==> src/rtl/serial_tx_pkg.sv <==
// serial_tx_pkg: shared types and constants for the serial frame transmitter.
//   state_t      - 2-bit FSM encoding (IDLE=0, START=1, DATA=2, STOP=3)
//   *_LEVEL      - serial line levels for idle, start and stop bits
//   min1_clog2() - counter width helper, never narrower than one bit
package serial_tx_pkg;

  typedef enum logic [1:0] {
    IDLE  = 2'd0,
    START = 2'd1,
    DATA  = 2'd2,
    STOP  = 2'd3
  } state_t;

  localparam logic IDLE_LEVEL  = 1'b1;
  localparam logic START_LEVEL = 1'b0;
  localparam logic STOP_LEVEL  = 1'b1;

  function automatic int unsigned min1_clog2(input int unsigned n);
    return (n > 1) ? $clog2(n) : 1;
  endfunction

endpackage

==> src/rtl/serial_tx_if.sv <==
// serial_tx_if: valid/ready word handshake into the transmitter.
//   valid - source offers data
//   data  - WIDTH-bit word
//   ready - transmitter can accept a word
// Modports: master (word source), slave (transmitter).
interface serial_tx_if #(
  parameter int unsigned WIDTH = 4
);

  logic             valid;
  logic [WIDTH-1:0] data;
  logic             ready;

  modport master (output valid, output data, input ready);
  modport slave  (input valid, input data, output ready);

endinterface

==> src/rtl/serial_tx_bit_timer.sv <==
// serial_tx_bit_timer: enable-gated modulo-CLKS_PER_BIT tick counter.
//   clk, reset (async, active low), E (clock enable)
//   run     - count while a frame is in progress, otherwise held at 0
//   bit_end - combinational strobe on the last enabled cycle of a line bit
module serial_tx_bit_timer
  import serial_tx_pkg::*;
#(
  parameter int unsigned CLKS_PER_BIT = 1
) (
  input  logic clk,
  input  logic reset,
  input  logic E,
  input  logic run,
  output logic bit_end
);

  localparam int unsigned TW = min1_clog2(CLKS_PER_BIT);

  logic [TW-1:0] tick;

  // Strobe only on enabled cycles so the FSM never sees a frozen bit boundary.
  assign bit_end = E && run && (tick == TW'(CLKS_PER_BIT - 1));

  // Tick counter: wraps on each bit boundary, parked at 0 while idle.
  always_ff @(posedge clk or negedge reset) begin
    if (!reset) begin
      tick <= '0;
    end else if (E) begin
      if (!run || bit_end) begin
        tick <= '0;
      end else begin
        tick <= tick + TW'(1);
      end
    end
  end

endmodule

==> src/rtl/serial_tx.sv <==
// serial_tx: parallel-in, serial-out frame transmitter.
// Frame on tx: start bit (0), WIDTH data bits LSB first, stop bit (1);
// each line bit is held CLKS_PER_BIT enabled cycles. E=0 freezes all state.
//   clk, reset (async, active low), E (clock enable)
//   bus  - slave side of the valid/data/ready word handshake
//   tx   - serial line, idle high
//   busy - frame in progress
//   done - one-cycle pulse on frame completion (stretches while E=0)
module serial_tx
  import serial_tx_pkg::*;
#(
  parameter int unsigned WIDTH        = 4,
  parameter int unsigned CLKS_PER_BIT = 1
) (
  input  logic        clk,
  input  logic        reset,
  input  logic        E,
  serial_tx_if.slave  bus,
  output logic        tx,
  output logic        busy,
  output logic        done
);

  localparam int unsigned CW = $clog2(WIDTH + 1);

  state_t           state, state_d;
  logic [WIDTH-1:0] shift, shift_d;
  logic [CW-1:0]    bit_cnt, bit_cnt_d;
  logic             ready, ready_d;
  logic             tx_d, busy_d, done_d;
  logic             bit_end;

  assign bus.ready = ready;

  serial_tx_bit_timer #(
    .CLKS_PER_BIT(CLKS_PER_BIT)
  ) u_bit_timer (
    .clk     (clk),
    .reset   (reset),
    .E       (E),
    .run     (state != IDLE),
    .bit_end (bit_end)
  );

  // State and registered outputs; everything holds while E=0.
  always_ff @(posedge clk or negedge reset) begin
    if (!reset) begin
      state   <= IDLE;
      shift   <= '0;
      bit_cnt <= '0;
      ready   <= 1'b1;
      tx      <= IDLE_LEVEL;
      busy    <= 1'b0;
      done    <= 1'b0;
    end else if (E) begin
      state   <= state_d;
      shift   <= shift_d;
      bit_cnt <= bit_cnt_d;
      ready   <= ready_d;
      tx      <= tx_d;
      busy    <= busy_d;
      done    <= done_d;
    end
  end

  // Next state and next registered outputs, computed as if enabled.
  always_comb begin
    state_d   = state;
    shift_d   = shift;
    bit_cnt_d = bit_cnt;
    ready_d   = ready;
    tx_d      = tx;
    busy_d    = busy;
    done_d    = 1'b0;

    unique case (state)
      IDLE: begin
        tx_d = IDLE_LEVEL;
        if (bus.valid && ready) begin
          state_d   = START;
          shift_d   = bus.data;
          bit_cnt_d = '0;
          ready_d   = 1'b0;
          busy_d    = 1'b1;
          tx_d      = START_LEVEL;
        end
      end

      START: begin
        tx_d = START_LEVEL;
        if (bit_end) begin
          state_d   = DATA;
          bit_cnt_d = '0;
          tx_d      = shift[0];
        end
      end

      DATA: begin
        if (bit_end) begin
          shift_d   = shift >> 1;
          bit_cnt_d = bit_cnt + CW'(1);
          // Line shows the next bit of the shifted word, or the stop level after the last one.
          if (bit_cnt == CW'(WIDTH - 1)) begin
            state_d = STOP;
            tx_d    = STOP_LEVEL;
          end else begin
            tx_d    = shift_d[0];
          end
        end
      end

      STOP: begin
        tx_d = STOP_LEVEL;
        if (bit_end) begin
          state_d = IDLE;
          done_d  = 1'b1;
          ready_d = 1'b1;
          busy_d  = 1'b0;
          tx_d    = IDLE_LEVEL;
        end
      end

      default: begin
        state_d = IDLE;
      end
    endcase
  end

endmodule

==> src/flat_wrapper.sv <==
// flat-port wrapper written by rule: the top's interface ports become plain ports
module serial_tx_flat import serial_tx_pkg::*;
#(
  parameter int unsigned WIDTH        = 4,
  parameter int unsigned CLKS_PER_BIT = 1
)
  (clk, reset, E, tx, busy, done, bus_valid, bus_data, bus_ready);
  serial_tx_if #(.WIDTH(WIDTH)) bus_i ();
  input  logic clk;
  input  logic reset;
  input  logic E;
  output logic tx;
  output logic busy;
  output logic done;
  input wire logic [$bits(bus_i.valid)-1:0] bus_valid;
  input wire logic [$bits(bus_i.data)-1:0] bus_data;
  output wire logic [$bits(bus_i.ready)-1:0] bus_ready;
  assign bus_i.valid = bus_valid;
  assign bus_i.data = bus_data;
  assign bus_ready = bus_i.ready;
  serial_tx #(.WIDTH(WIDTH), .CLKS_PER_BIT(CLKS_PER_BIT)) u_core (.clk(clk), .reset(reset), .E(E), .bus(bus_i), .tx(tx), .busy(busy), .done(done));
endmodule
==> config.mk <==
export PLATFORM = sky130hd
export DESIGN_NAME = serial_tx_flat
export DESIGN_NICKNAME = d
export VERILOG_FILES = /design/src/rtl/serial_tx_pkg.sv /design/src/rtl/serial_tx_if.sv /design/src/rtl/serial_tx_bit_timer.sv /design/src/rtl/serial_tx.sv /design/src/flat_wrapper.sv
export SDC_FILE = /design/constraint.sdc
export NUM_CORES = 1
export LEC_CHECK = 0
export ABC_AREA = 1
export BUFFER_PORTS_ARGS = -buffer_cell sky130_fd_sc_hd__buf_2
export CAP_MARGIN = 10
export CORE_MARGIN = 10
export CORE_UTILIZATION = 35
export CTS_BUF_LIST = sky130_fd_sc_hd__clkbuf_16
export DETAILED_ROUTE_END_ITERATION = 8
export SLEW_MARGIN = 20
export SYNTH_ARGS = -nofsm -noshare
export SYNTH_HDL_FRONTEND = slang
export SYNTH_SLANG_ARGS = --single-unit
==> constraint.sdc <==
create_clock -name clk -period 2.25 [get_ports clk]
set_input_delay 0.1125 -clock clk [delete_from_list [all_inputs] [get_ports clk]]
set_output_delay 0.1125 -clock clk [all_outputs]
set_load 0.005 [all_outputs]
== Yosys cells after proc, flatten, opt, wreduce, memory -nomap -nowiden ==
Index checks and enable logic that the tools add are counted.
Cells by class
  add/sub/neg operators: 2
  eq/ne operators: 9
  multiplexer cells: 27
  bitwise logic cells: 1
  reduce and logical (&&, ||, !) cells: 15
Operators by type and width (number)
  $mux 1: 11
  $mux 2: 5
  $mux 3: 3
  $pmux 3 s3: 1
  $mux 4: 2
  $pmux 2 s4: 1
  $pmux 4 s2: 1
  $reduce_and 4->1: 2
  $ne 2x2->1 const B: 3
  $reduce_and 6->1: 1
  $reduce_bool 2->1: 3
  $reduce_and 5->1: 1
  $eq 2x2->1 const B: 2
  $ne 2x1->1 const B: 2
  $pmux 1 s2: 2
  $pmux 1 s4: 1
  $add 3x1->3 const B: 1
  $eq 3x2->1 const B: 1
  $logic_and 1x1->1: 3
  $reduce_bool 3->1: 1
  $eq 2x1->1 const B: 1
  $logic_not 2->1: 1
  $reduce_and 2->1: 1
  $add 1x1->1 const B: 1
  3 further kinds: 3
Storage, ports and cells
  flip-flop bits (word level): 14
  input port bits: 8
  output and inout port bits: 4
  logic and storage cells: 62

== Longest topological paths before layout ==
Gate-level depths: netlist of the first run.
  depth after elaboration: 5
  gate-level depth with buffers: 8
  mapped depth without buffers: 8

== Hierarchy ==
Synthesis of the first run repeated with hierarchy kept, for this count alone.
Second synthesis, totals
  cell total of the unflattened synthesis: 114
  area total of the unflattened synthesis: 883.3 um^2
Modules (own cells, without submodules)
  serial_tx: instances 1, cells each 109, area each 843.3 um^2, sequential area each 327.8 um^2
  serial_tx_bit_timer: instances 1, cells each 5, area each 40.0 um^2, sequential area each 25.0 um^2

== Worst setup path before layout of the first run ==
No wires, ideal clock.
  path type: register -> register
  start point: reg u_core.state[0]
  end point: reg u_core.shift[3]
  library setup time: 117 ps
  data arrival time: 1298 ps
  data required time: 2133 ps
  path slack: 835 ps
  cell stages (with the launch flop): 9
  buffers on the path: 0
  clock period less this slack: 1415 ps
  path through: dfrtp_1 inv_1 ha_1 inv_2 nand2_1 a21oi_4 nand2_2 nand2_1 nand2_1
Between the ends
  cells in the longest elaborated chain, start to end: 5
  elaborated cells on any way between the ends: 10
  those cells by class: 3 x eq/ne; 1 x mux; 6 x reduce/logical
RTL lines
  start: declaration: line serial_tx.sv:26  | state_t state, state_d;
  start signal: assignment: line serial_tx.sv:56  | state <= state_d;
  $reduce_bool 2->1: line serial_tx.sv:41  | .run (state != IDLE),
  $logic_and 1x1->1 (2 in a row): line serial_tx_bit_timer.sv:22  | assign bit_end = E && run && (tick == TW'(CLKS_PER_BIT - 1));
  $ne 2x2->1 (no source line)
  $reduce_and 4->1 (no source line)
  end signal: assignment: line serial_tx.sv:57  | shift <= shift_d;
  end: declaration: line serial_tx.sv:27  | logic [WIDTH-1:0] shift, shift_d;
Several ways; a longest one is shown, not always the timed one.
A chain may end at the register's enable or synchronous reset.

== Worst setup path after layout of the first run ==
  start point: reg u_core.state[0]
  end point: reg u_core.shift[2]
The elaborated chain is that of the path after synthesis.

==> results of run 1 <==
[cell families (layout without fill, tap and decap cells)]
| logic type | count (synthesis) | count (layout) | share of synthesized area, % |
|---|---|---|---|
| adder cells (fa/ha/maj) | 6 | 6 | 9.35 |
| AND/OR/NAND/NOR | 65 | 65 | 34.7 |
| buffers and inverters | 11 | 26 | 5.14 |
| flip-flops | 14 | 14 | 43.9 |
| AO/OA/AOI/OAI | 8 | 8 | 6.85 |
[where the power goes]
group / switching (W) / internal, W
combinational: 0.0000130 / 0.00000900
sequential: 0.000000741 / 0.000255
clock: 0.000102 / 0.000233
total: 0.000116 / 0.000496
[state kept, by name, summed over array words and instances, names as in the netlist]
| name | cells |
|---|---|
| u_core.done | 1 |
| u_core.bit_cnt | 3 |
| u_core.state | 2 |
| u_core.tx | 1 |
| u_core.shift | 4 |
| u_core.bus.ready | 1 |
| u_core.u_bit_timer.tick | 1 |
| u_core.busy | 1 |
[worst paths after layout]
kind / startpoint / to / slack, ns / cells past startpoint
max: u_core.state[0]$_DFFE_PN0P_ / u_core.shift[2]$_DFFE_PN0P_ / 0.66 / 8
min: E / u_core.u_bit_timer.tick$_DFFE_PN0P_ / 0.09 / 2
max reg2reg: u_core.state[0]$_DFFE_PN0P_ / u_core.shift[2]$_DFFE_PN0P_ / 0.66 / 8
min reg2reg: u_core.shift[2]$_DFFE_PN0P_ / u_core.shift[2]$_DFFE_PN0P_ / 0.47 / 2
max in group asynchronous: reset / u_core.bus.ready$_DFFE_PN1P_ / 1.66 / 2
min in group asynchronous: reset / u_core.state[1]$_DFFE_PN0P_ / 0.30 / 2
[Yosys cell counts (all sizes together)]
library cell and count:
o21ai 5, nand3 7, ha 6, nand2 46
or2 2, nand3b 1, dfrtp 12, a21oi 3
nand4 2, dfstp 2, inv 11, nor2 7
[per-layer routing]
layer	share of wire, %	vias to the layer above
met2	44	13
met4	0.91	0
met3	8.8	3
met1	46	282
met5	0	-
li1	-	356
[per-stage QoR]
stage          hold slack, ns  instances  total power, W
3_3_place_gp           0.0270        143        0.000280
3_5_place_dp           0.0321        143        0.000280
6_report               0.0891        147        0.000612
4_1_cts                0.0871        147        0.000622
5_1_grt                 0.105        147        0.000641
2_1_floorplan          -0.183        104        0.000267
[layout make-up]
class / count / area [sq um] / share of cell area, %
Multi-Input combinational cell: 79 / 409 / 41.8
Sequential cell: 14 / 353 / 36.1
Clock buffer: 3 / 75.1 / 7.67
Inverter: 11 / 41.3 / 4.22
Tap cell: 28 / 35.0 / 3.58
Timing Repair Buffer: 12 / 65.1 / 6.65
[repair_timing]
| action | CTS | global route |
|---|---|---|
| hold endpoints to repair | 12 | 0 |
| hold buffers | 1 | 0 |
| buffers inserted | 0 | 0 |
[critical path, delay by kind of cell (launching register included)]
| kind | cells | cell delay (ns) |
|---|---|---|
| flops | 1 | 0.39 |
| simple gates | 4 | 0.33 |
| buf+inv | 2 | 0.24 |
| fa+ha+maj | 1 | 0.30 |
| compound gates | 1 | 0.23 |
==> flow_metrics.tcl, run 1 <==
set metrics [dict create \
    dieArea_sq_um 4610 \
    grt_setup_unrepaired "no" \
    port-buffer-count 11 \
    nFillCells 214 \
    grt_pass1_vias 705 \
    cts.clk_slew.worst_paths_ns 0.05 \
    syn_nets 118 \
    insertion_delay_ns 0.24 \
    met2_usage_pct 13.6 \
    areaGrowthSynthToFinish_pct 21.8 \
    use_met1_pct 10.1 \
    synth_area_leaders "dfrtp_1, nand2_1, ha_1, dfstp_2, inv_1" \
    crit_top_cell "nand2_1" \
    crit_chain "inv_1 -> ha_1 -> inv_2 -> nand2_1 -> a21oi_4 -> nand2_2 -> nand2_1 -> nand2_1" \
    leakage_nw 0.522 \
    clockBufferDepth 2 \
    critPathKind "flop to flop" \
    rows 17 \
    grt_start_max_net_pins 15 \
    h-tree-depth 1 \
    synth_area_per_cell_sq_um 7.72 \
    startpoint_type "flop" \
    antenna_left 0 \
    ys_seq_area_share_pct 43.9 \
    crit_path_end_kind "flop" \
    setup_viol 0 \
    post_dp_cell_area_sq_um 893 \
    clock_skew_ns 0.00112 \
    vias_per_cell 4.45 \
    antenna_found_initial 0 \
    period_share_pct 70.8 \
    final_cell_mix "nand2_1, dfrtp_1, buf_2, inv_1, nor2_1" \
    finalHoldViolCount 0 \
    root_buffer "clkbuf_16" \
    worst_pin_slew_ns 0.325 \
    postLayoutCellArea_sq_um 978 \
    hp-class "input port to flop" \
    initial_core_util_pct 36.7 \
    cts_sinks 14 \
    cts_tree "done" \
    grt_overflow_total 0 \
    layout_setup_ws_ns 0.658 \
    p_per_area_nw_per_um2 625 \
    drcViolationCount 0 \
    fin_util_pct 44.7 \
    drv_cap 0 \
    fp.dieH_microns 67.9 \
    top_usage_layer "met2" \
    via_count 654 \
    gr-usage-met3_pct 4.89 \
    synth_cell_type_count 18 \
    grtUsageTotal_pct 8.61 \
    yosysWarnings 0 \
    dp_slack_ns 0.645 \
    slowest_delay_ns 0.39 \
    die_w_microns 67.9 \
    required_ns 2.38 \
    fmax_ghz 0.628 \
    netlist_instances 104 \
    maxSlewViolCount 0 \
    maxSlewHeadroom_pct 78.3 \
    worstPathMaxFanout 9 \
    peakVddDrop_mv 0.496 \
    fin_crit_ns 1.59 \
    numCtsBuffers 3 \
    wl_per_cell_microns 11.2 \
    crit_arrival_ns 1.73 \
    cts_resized 0 \
    finalWirelength_microns 1650 \
    drt_iter0_markers 14 \
    fin_tns_setup_ns 0 \
    synth_top_area_share_pct 37.4 \
    drive_above_1_share_pct 20.2 \
    mostFrequentLayoutCell "nand2_1" \
    synth_area_sq_um 803 \
    grt_pass1_wl_microns 3080 \
    io_pins 12 \
    dr.pass1.iters 4 \
    final_nets 135 \
    hpwlAfterDp_microns 1310 \
    place.gp.congestion 0.829 \
    ys_seq_elements 14 \
    num_antenna_cells 0 \
    outcome "complete, no violations" \
    core_area_sq_um 2190 \
    critPathSlowestCell "dfrtp_1" \
    synth.largest_area_cell "dfrtp_1" \
]
Note: power is estimated with default switching activity, not from simulation.
==> run 2, diff against run 1 <==
Settings changed: ABC_AREA 1 to 0.
Clock period 2.25 ns to 1.5 ns, I/O delays scaled along.
==> run 2 against run 1 <==
Effect of this change:
- count of clock-buffer cells in the layout stayed put
- combinational power rose to 84 times the previous value
- cell area up 37%
- highest routed layer unchanged
- the flow now finishes with violations (negative setup slack)
==> flow_metrics.tcl, run 2 <==
set metrics [dict create \
    outcome "finished, violations left" \
    violations "negative setup slack" \
    reg_top3 "u_core.shift (4), u_core.bit_cnt (3), u_core.state (2)" \
    final_nets 129 \
    port-buffer-count 11 \
    place.gp.congestion 0.858 \
    grt_pass1_wl_microns 3430 \
    min_to "u_core.shift[3]$_DFFE_PN0P_" \
    crit_arrival_ns 2.00 \
    top_register "u_core.shift" \
    insertion_delay_ns 0.24 \
    synth.largest_area_cell "dfrtp_1" \
    startpoint_type "flop" \
    clock_skew_ns 0.00160 \
    yosysWarnings 0 \
    synth_cell_type_count 36 \
    peakVddDrop_mv 1.13 \
    cts_sinks 14 \
    dr.pass1.iters 3 \
    hp-start "bus_data[3]" \
    areaGrowthSynthToFinish_pct 55.8 \
    gr-usage-met3_pct 2.85 \
    r2r_cells 5 \
    synth.most_common_cell "dfrtp_1" \
    root_buffer "clkbuf_16" \
    met2_usage_pct 14.1 \
    io_pins 12 \
    worstPathMaxFanout 2 \
    ys_seq_elements 14 \
    die_w_microns 69.7 \
    fin_crit_ns 1.88 \
    pwr-share-clk_pct 16.5 \
    r2r_slack_ns -0.38 \
    synth_commonest_cells "dfrtp_1, mux2_2, ha_1, inv_1" \
    wl_per_cell_microns 15.5 \
    power_w 0.00302 \
    hp-class "input port to flop" \
    synth_area_per_cell_sq_um 11.5 \
    h-tree-depth 1 \
    grt_overflow_total 0 \
    grt_pass1_vias 705 \
    finalWirelength_microns 2210 \
    cts_tree "done" \
    use_met1_pct 9.99 \
    reg2reg_from "u_core.bit_cnt[0]$_DFFE_PN0P_" \
    clockBufferDepth 2 \
    grt_setup_unrepaired "yes" \
    grtUsageTotal_pct 8.41 \
    internal-power_w 0.00199 \
    critPathKind "flop to flop" \
    largest_reg_flops 4 \
    numCtsBuffers 3 \
    synth_area_leaders "dfrtp_1, mux2_2, ha_1, dfstp_2, mux2i_1" \
    rows 17 \
    layout_setup_ws_ns -0.376 \
    reg2reg_to "u_core.state[1]$_DFFE_PN0P_" \
    setup_viol 12 \
    drive_above_1_share_pct 59.6 \
    final_cell_mix "buf_4, dfrtp_1, buf_2, mux2_4, buf_6" \
    vias_per_cell 5.10 \
    top_usage_layer "met2" \
    drcViolationCount 0 \
    crit_path_end_kind "flop" \
    hpwlAfterDp_microns 1640 \
    p_per_area_nw_per_um2 2250 \
    ys_async_sr_fraction_pct 100 \
    grt_start_max_net_pins 15 \
    period_share_pct 125 \
    initial_core_util_pct 37.9 \
    syn_nets 89 \
    seq_power_share_pct 22.6 \
    whs_path_depth 3 \
    antenna_left 0 \
    mostFrequentLayoutCell "buf_4" \
    ys_seq_area_share_pct 40.9 \
    switchingPower_w 0.00104 \
    synth_top_area_share_pct 34.8 \
    drv_cap 0 \
    worst_pin_slew_ns 0.364 \
    required_ns 1.62 \
    finalHoldViolCount 0 \
    fmax_ghz 0.533 \
    maxSlewViolCount 0 \
    drt_iter0_markers 25 \
    num_antenna_cells 0 \
    netlist_instances 75 \
    antenna_found_initial 0 \
    dieArea_sq_um 4850 \
    leakage_nw 0.634 \
    synth_area_sq_um 863 \
    switching_share_pct 34.3 \
    whs_ns 0.189 \
    synth_ff_type "dfrtp_1" \
    cts.clk_slew.worst_paths_ns 0.05 \
    synth_edf_count 0 \
    fp.dieH_microns 69.7 \
    core_area_sq_um 2280 \
    via_count 724 \
    comb_power_share_pct 60.8 \
    maxSlewHeadroom_pct 75.7 \
]
run 2: changes by cell type after synthesis, moves of 3 or more:
cell | previous run | this run
inv_1 | 9 | 6
o21ai_1 | 4 | 1
mux2i_1 | 0 | 3
mux2_2 | 0 | 7
nand3_1 | 6 | 0
nand2_1 | 43 | 1
nor2b_1 | 0 | 4
nand2_2 | 3 | 0
o22ai_1 | 0 | 3
nor2_1 | 7 | 4
run 2: critical path, cell delays in order, from the launching register on:
cell and delay, ns:
dfrtp_1 0.36, ha_1 0.16, ha_1 0.17, or3b_4 0.39, a2111oi_4 0.35, mux2_4 0.33
run 2: power by group through the flow:
stage	registers, W	clock network (W)	logic [W]
after floorplan	0.000672	0	0.000921
after global placement	0.000666	0	0.00142
after detailed placement	0.000676	0	0.00145
after CTS	0.000684	0.000508	0.00171
after global routing	0.000706	0.000526	0.00199
final	0.000685	0.000500	0.00184
run 2: kinds of logic (layout without fill, tap and decap cells):
group	Yosys count	count (layout)	synth area share, %
buffers and inverters	8	47	4.35
XOR/XNOR	1	1	1.01
flip-flops	14	14	40.9
adder cells (fa/ha/maj)	6	6	8.70
AND/OR/NAND/NOR	18	18	13.9
AO/OA/AOI/OAI	17	17	16.8
multiplexers	11	11	14.3
run 2: final cells by class:
type,count,area (sq um)
sequential,14,353
fill,173,931
multi-input combinational,53,584
tap,28,35.0
timing repair buffer,37,272
clock inverter,1,3.75
inverter,6,22.5
clock buffer,3,75.1
run 2: worst max-delay path by stage:
| stage | start | to | slack, ns |
|---|---|---|---|
| floorplan | u_core.state[0]$_DFFE_PN0P_ | u_core.state[1]$_DFFE_PN0P_ | -0.38 |
| global placement | u_core.bit_cnt[0]$_DFFE_PN0P_ | u_core.state[1]$_DFFE_PN0P_ | -0.31 |
| detailed placement | u_core.bit_cnt[0]$_DFFE_PN0P_ | u_core.state[1]$_DFFE_PN0P_ | -0.37 |
| CTS | u_core.bit_cnt[0]$_DFFE_PN0P_ | u_core.state[1]$_DFFE_PN0P_ | -0.37 |
| global route | u_core.bit_cnt[0]$_DFFE_PN0P_ | u_core.state[1]$_DFFE_PN0P_ | -0.45 |
| finish | u_core.bit_cnt[0]$_DFFE_PN0P_ | u_core.state[1]$_DFFE_PN0P_ | -0.38 |
run 2: what timing repair did:
action,in CTS,in global routing
hold endpoints to repair,12,0
pin swaps,8,5
buffers inserted,2,3
gates resized for setup,17,5
endpoints found under the setup margin,12,12
hold buffers,1,0
run 2: metal layers:
layer / up-vias / wire, microns
met2: 7 / 1130
met1: 362 / 1010
met4: 0 / 9
li1: 353 / -
met5: - / 0
met3: 2 / 63
run 2: through the flow:
stage               cells  area (sq um)  TNS (ns)  util, %  setup slack (ns)
floorplan              75           897     -1.31        -            -0.376
global placement      132          1120     -2.09     49.1            -0.312
detailed placement    132          1120     -2.50     49.1            -0.369
CTS                   139          1290     -1.55     56.8            -0.372
global route          142          1350     -2.32     59.1            -0.451
finish                142          1350     -1.52     59.1            -0.376
==> run 3, diff against run 2 <==
Settings changed: CELL_PAD_IN_SITES_DETAIL_PLACEMENT set to 1, CELL_PAD_IN_SITES_GLOBAL_PLACEMENT set to 1, PLACE_DENSITY_LB_ADDON set to 0.1.
==> run 3 against run 2 <==
Effect of this change:
- the flow still finishes with violations (negative setup slack)
- combinational power increased by 5%
- utilization up 1.9 points
- power up 3.7%
- clock power rose by 3%
- non-clock buffer count increased by 2
- flip-flop and latch count unchanged
- largest cell class unchanged
- largest power group unchanged
==> flow_metrics.tcl, run 3 (synthesis gave the netlist of run 2 again) <==
set metrics [dict create \
    largest_reg_flops 4 \
    crit_top_cell "ha_4" \
    reg2reg_to "u_core.state[1]$_DFFE_PN0P_" \
    nFillCells 250 \
    final_nets 131 \
    critPathSlowestCell "a2111oi_4" \
    cp.depth 5 \
    layout_setup_ws_ns -0.405 \
    startpoint_type "flop" \
    top_register "u_core.shift" \
    slowest_delay_ns 0.41 \
    rows 17 \
    grtUsageTotal_pct 11.1 \
    drt_iter0_markers 24 \
    final_cell_mix "buf_4, dfrtp_1, buf_2, buf_6, mux2_4" \
    cts.clk_slew.worst_paths_ns 0.05 \
    worst_pin_slew_ns 0.382 \
    antenna_found_initial 0 \
    setup_viol 12 \
    drive_above_1_share_pct 58.6 \
    worstPathMaxFanout 2 \
    insertion_delay_ns 0.25 \
    clock_skew_ns 0.00327 \
    io_pins 12 \
    maxSlewViolCount 0 \
    dp.cells 133 \
    mostFrequentLayoutCell "buf_4" \
    p_per_area_nw_per_um2 2260 \
    areaGrowthSynthToFinish_pct 60.7 \
    outcome "finished, violations left" \
    place.gp.congestion 0.764 \
    maxSlewHeadroom_pct 74.5 \
    hp-class "input port to flop" \
    drv_cap 0 \
    crit_family "compound AO/OA/AOI/OAI gates" \
    fin_cells 144 \
    worstSetupStartpoint "u_core.bit_cnt[1]$_DFFE_PN0P_" \
    dieArea_sq_um 4850 \
    reg2reg_from "u_core.bit_cnt[1]$_DFFE_PN0P_" \
    reg_top3 "u_core.shift (4), u_core.bit_cnt (3), u_core.state (2)" \
    die_w_microns 69.7 \
    cts_tree "done" \
    violations "negative setup slack" \
    fmax_ghz 0.525 \
    finalHoldViolCount 0 \
    h-tree-depth 1 \
    grt_pass1_vias 836 \
    grt_start_max_net_pins 15 \
    peakVddDrop_mv 1.35 \
    drcViolationCount 0 \
    required_ns 1.63 \
    grt_setup_unrepaired "yes" \
    grt_overflow_total 0 \
    leakage_nw 0.647 \
    r2r_cells 5 \
    root_buffer "clkbuf_16" \
    via_count 745 \
    critPathBufInv 0 \
    fin_crit_ns 1.90 \
    port-buffer-count 11 \
    crit_path_end_kind "flop" \
    critPathKind "flop to flop" \
    clockBufferDepth 2 \
    fin_tns_setup_ns -2.20 \
    period_share_pct 127 \
    cp-endpoint "u_core.state[1]$_DFFE_PN0P_" \
    grt_pass1_wl_microns 4440 \
    num_antenna_cells 0 \
    cts_sinks 14 \
    fp.dieH_microns 69.7 \
    initial_core_util_pct 37.9 \
    numCtsBuffers 3 \
    vias_per_cell 5.17 \
    r2r_slack_ns -0.40 \
    wl_per_cell_microns 17.8 \
    dp_slack_ns -0.342 \
    crit_arrival_ns 2.03 \
    core_area_sq_um 2280 \
    hpwlAfterDp_microns 1760 \
    antenna_left 0 \
    dr.pass1.iters 4 \
    finalWirelength_microns 2560 \
    crit_chain "ha_4 -> ha_4 -> or3b_4 -> a2111oi_4 -> mux2_4" \
]
-- run 3: how the worst min path moves through the flow --
stage | to | slack, ns | start | cells after the start
final | u_core.u_bit_timer.tick$_DFFE_PN0P_ | 0.16 | E | 2
after global placement | u_core.state[1]$_DFFE_PN0P_ | -0.0005 | reset | 1
after floorplan | u_core.bit_cnt[0]$_DFFE_PN0P_ | -0.22 | reset | 0
after CTS | u_core.u_bit_timer.tick$_DFFE_PN0P_ | 0.14 | E | 2
after global routing | u_core.u_bit_timer.tick$_DFFE_PN0P_ | 0.20 | E | 2
after detailed placement | u_core.state[1]$_DFFE_PN0P_ | -0.004 | reset | 1
-- run 3: what timing repair did --
action | in CTS | in global routing
pin swaps | 6 | 7
hold buffers | 1 | 0
endpoints found under the setup margin | 12 | 12
endpoints found under the hold margin | 12 | 0
cloned | 0 | 0
setup buffers | 3 | 3
resized for setup | 18 | 8
-- run 3: layout make-up --
cell class              count  area (sq um)  area share (%)
clock inverters             1          3.75           0.271
clock buffers               3          75.1            5.41
repair buffers             39           290            20.9
well taps                  28          35.0            2.52
inverters                   6          22.5            1.62
flip-flops and latches     14           353            25.4
multi-input cells          53           608            43.8
-- run 3: where the power goes --
part / switching [W] / internal (W)
combinational: 0.000823 / 0.00110
clock: 0.000160 / 0.000353
sequential: 0.000127 / 0.000570
total: 0.00111 / 0.00203
-- run 3: layer usage --
metal  track usage, %  up-vias  wire length, microns
li1                 -      356                     -
met1             13.2      368                  1110
met2             18.3       17                  1280
met3             3.85        4                   133
met4             3.26        0                    32
met5                0        -                     0
-- run 3: metrics by stage --
stage / power (W) / cell area [sq um] / hold slack [ns] / util (%)
2_1_floorplan: 0.00159 / 897 / -0.221 / -
3_3_place_gp: 0.00213 / 1130 / -0.000490 / 49.5
3_5_place_dp: 0.00219 / 1130 / -0.00361 / 49.5
4_1_cts: 0.00301 / 1320 / 0.139 / 57.9
5_1_grt: 0.00336 / 1390 / 0.203 / 61.0
6_report: 0.00314 / 1390 / 0.160 / 61.0
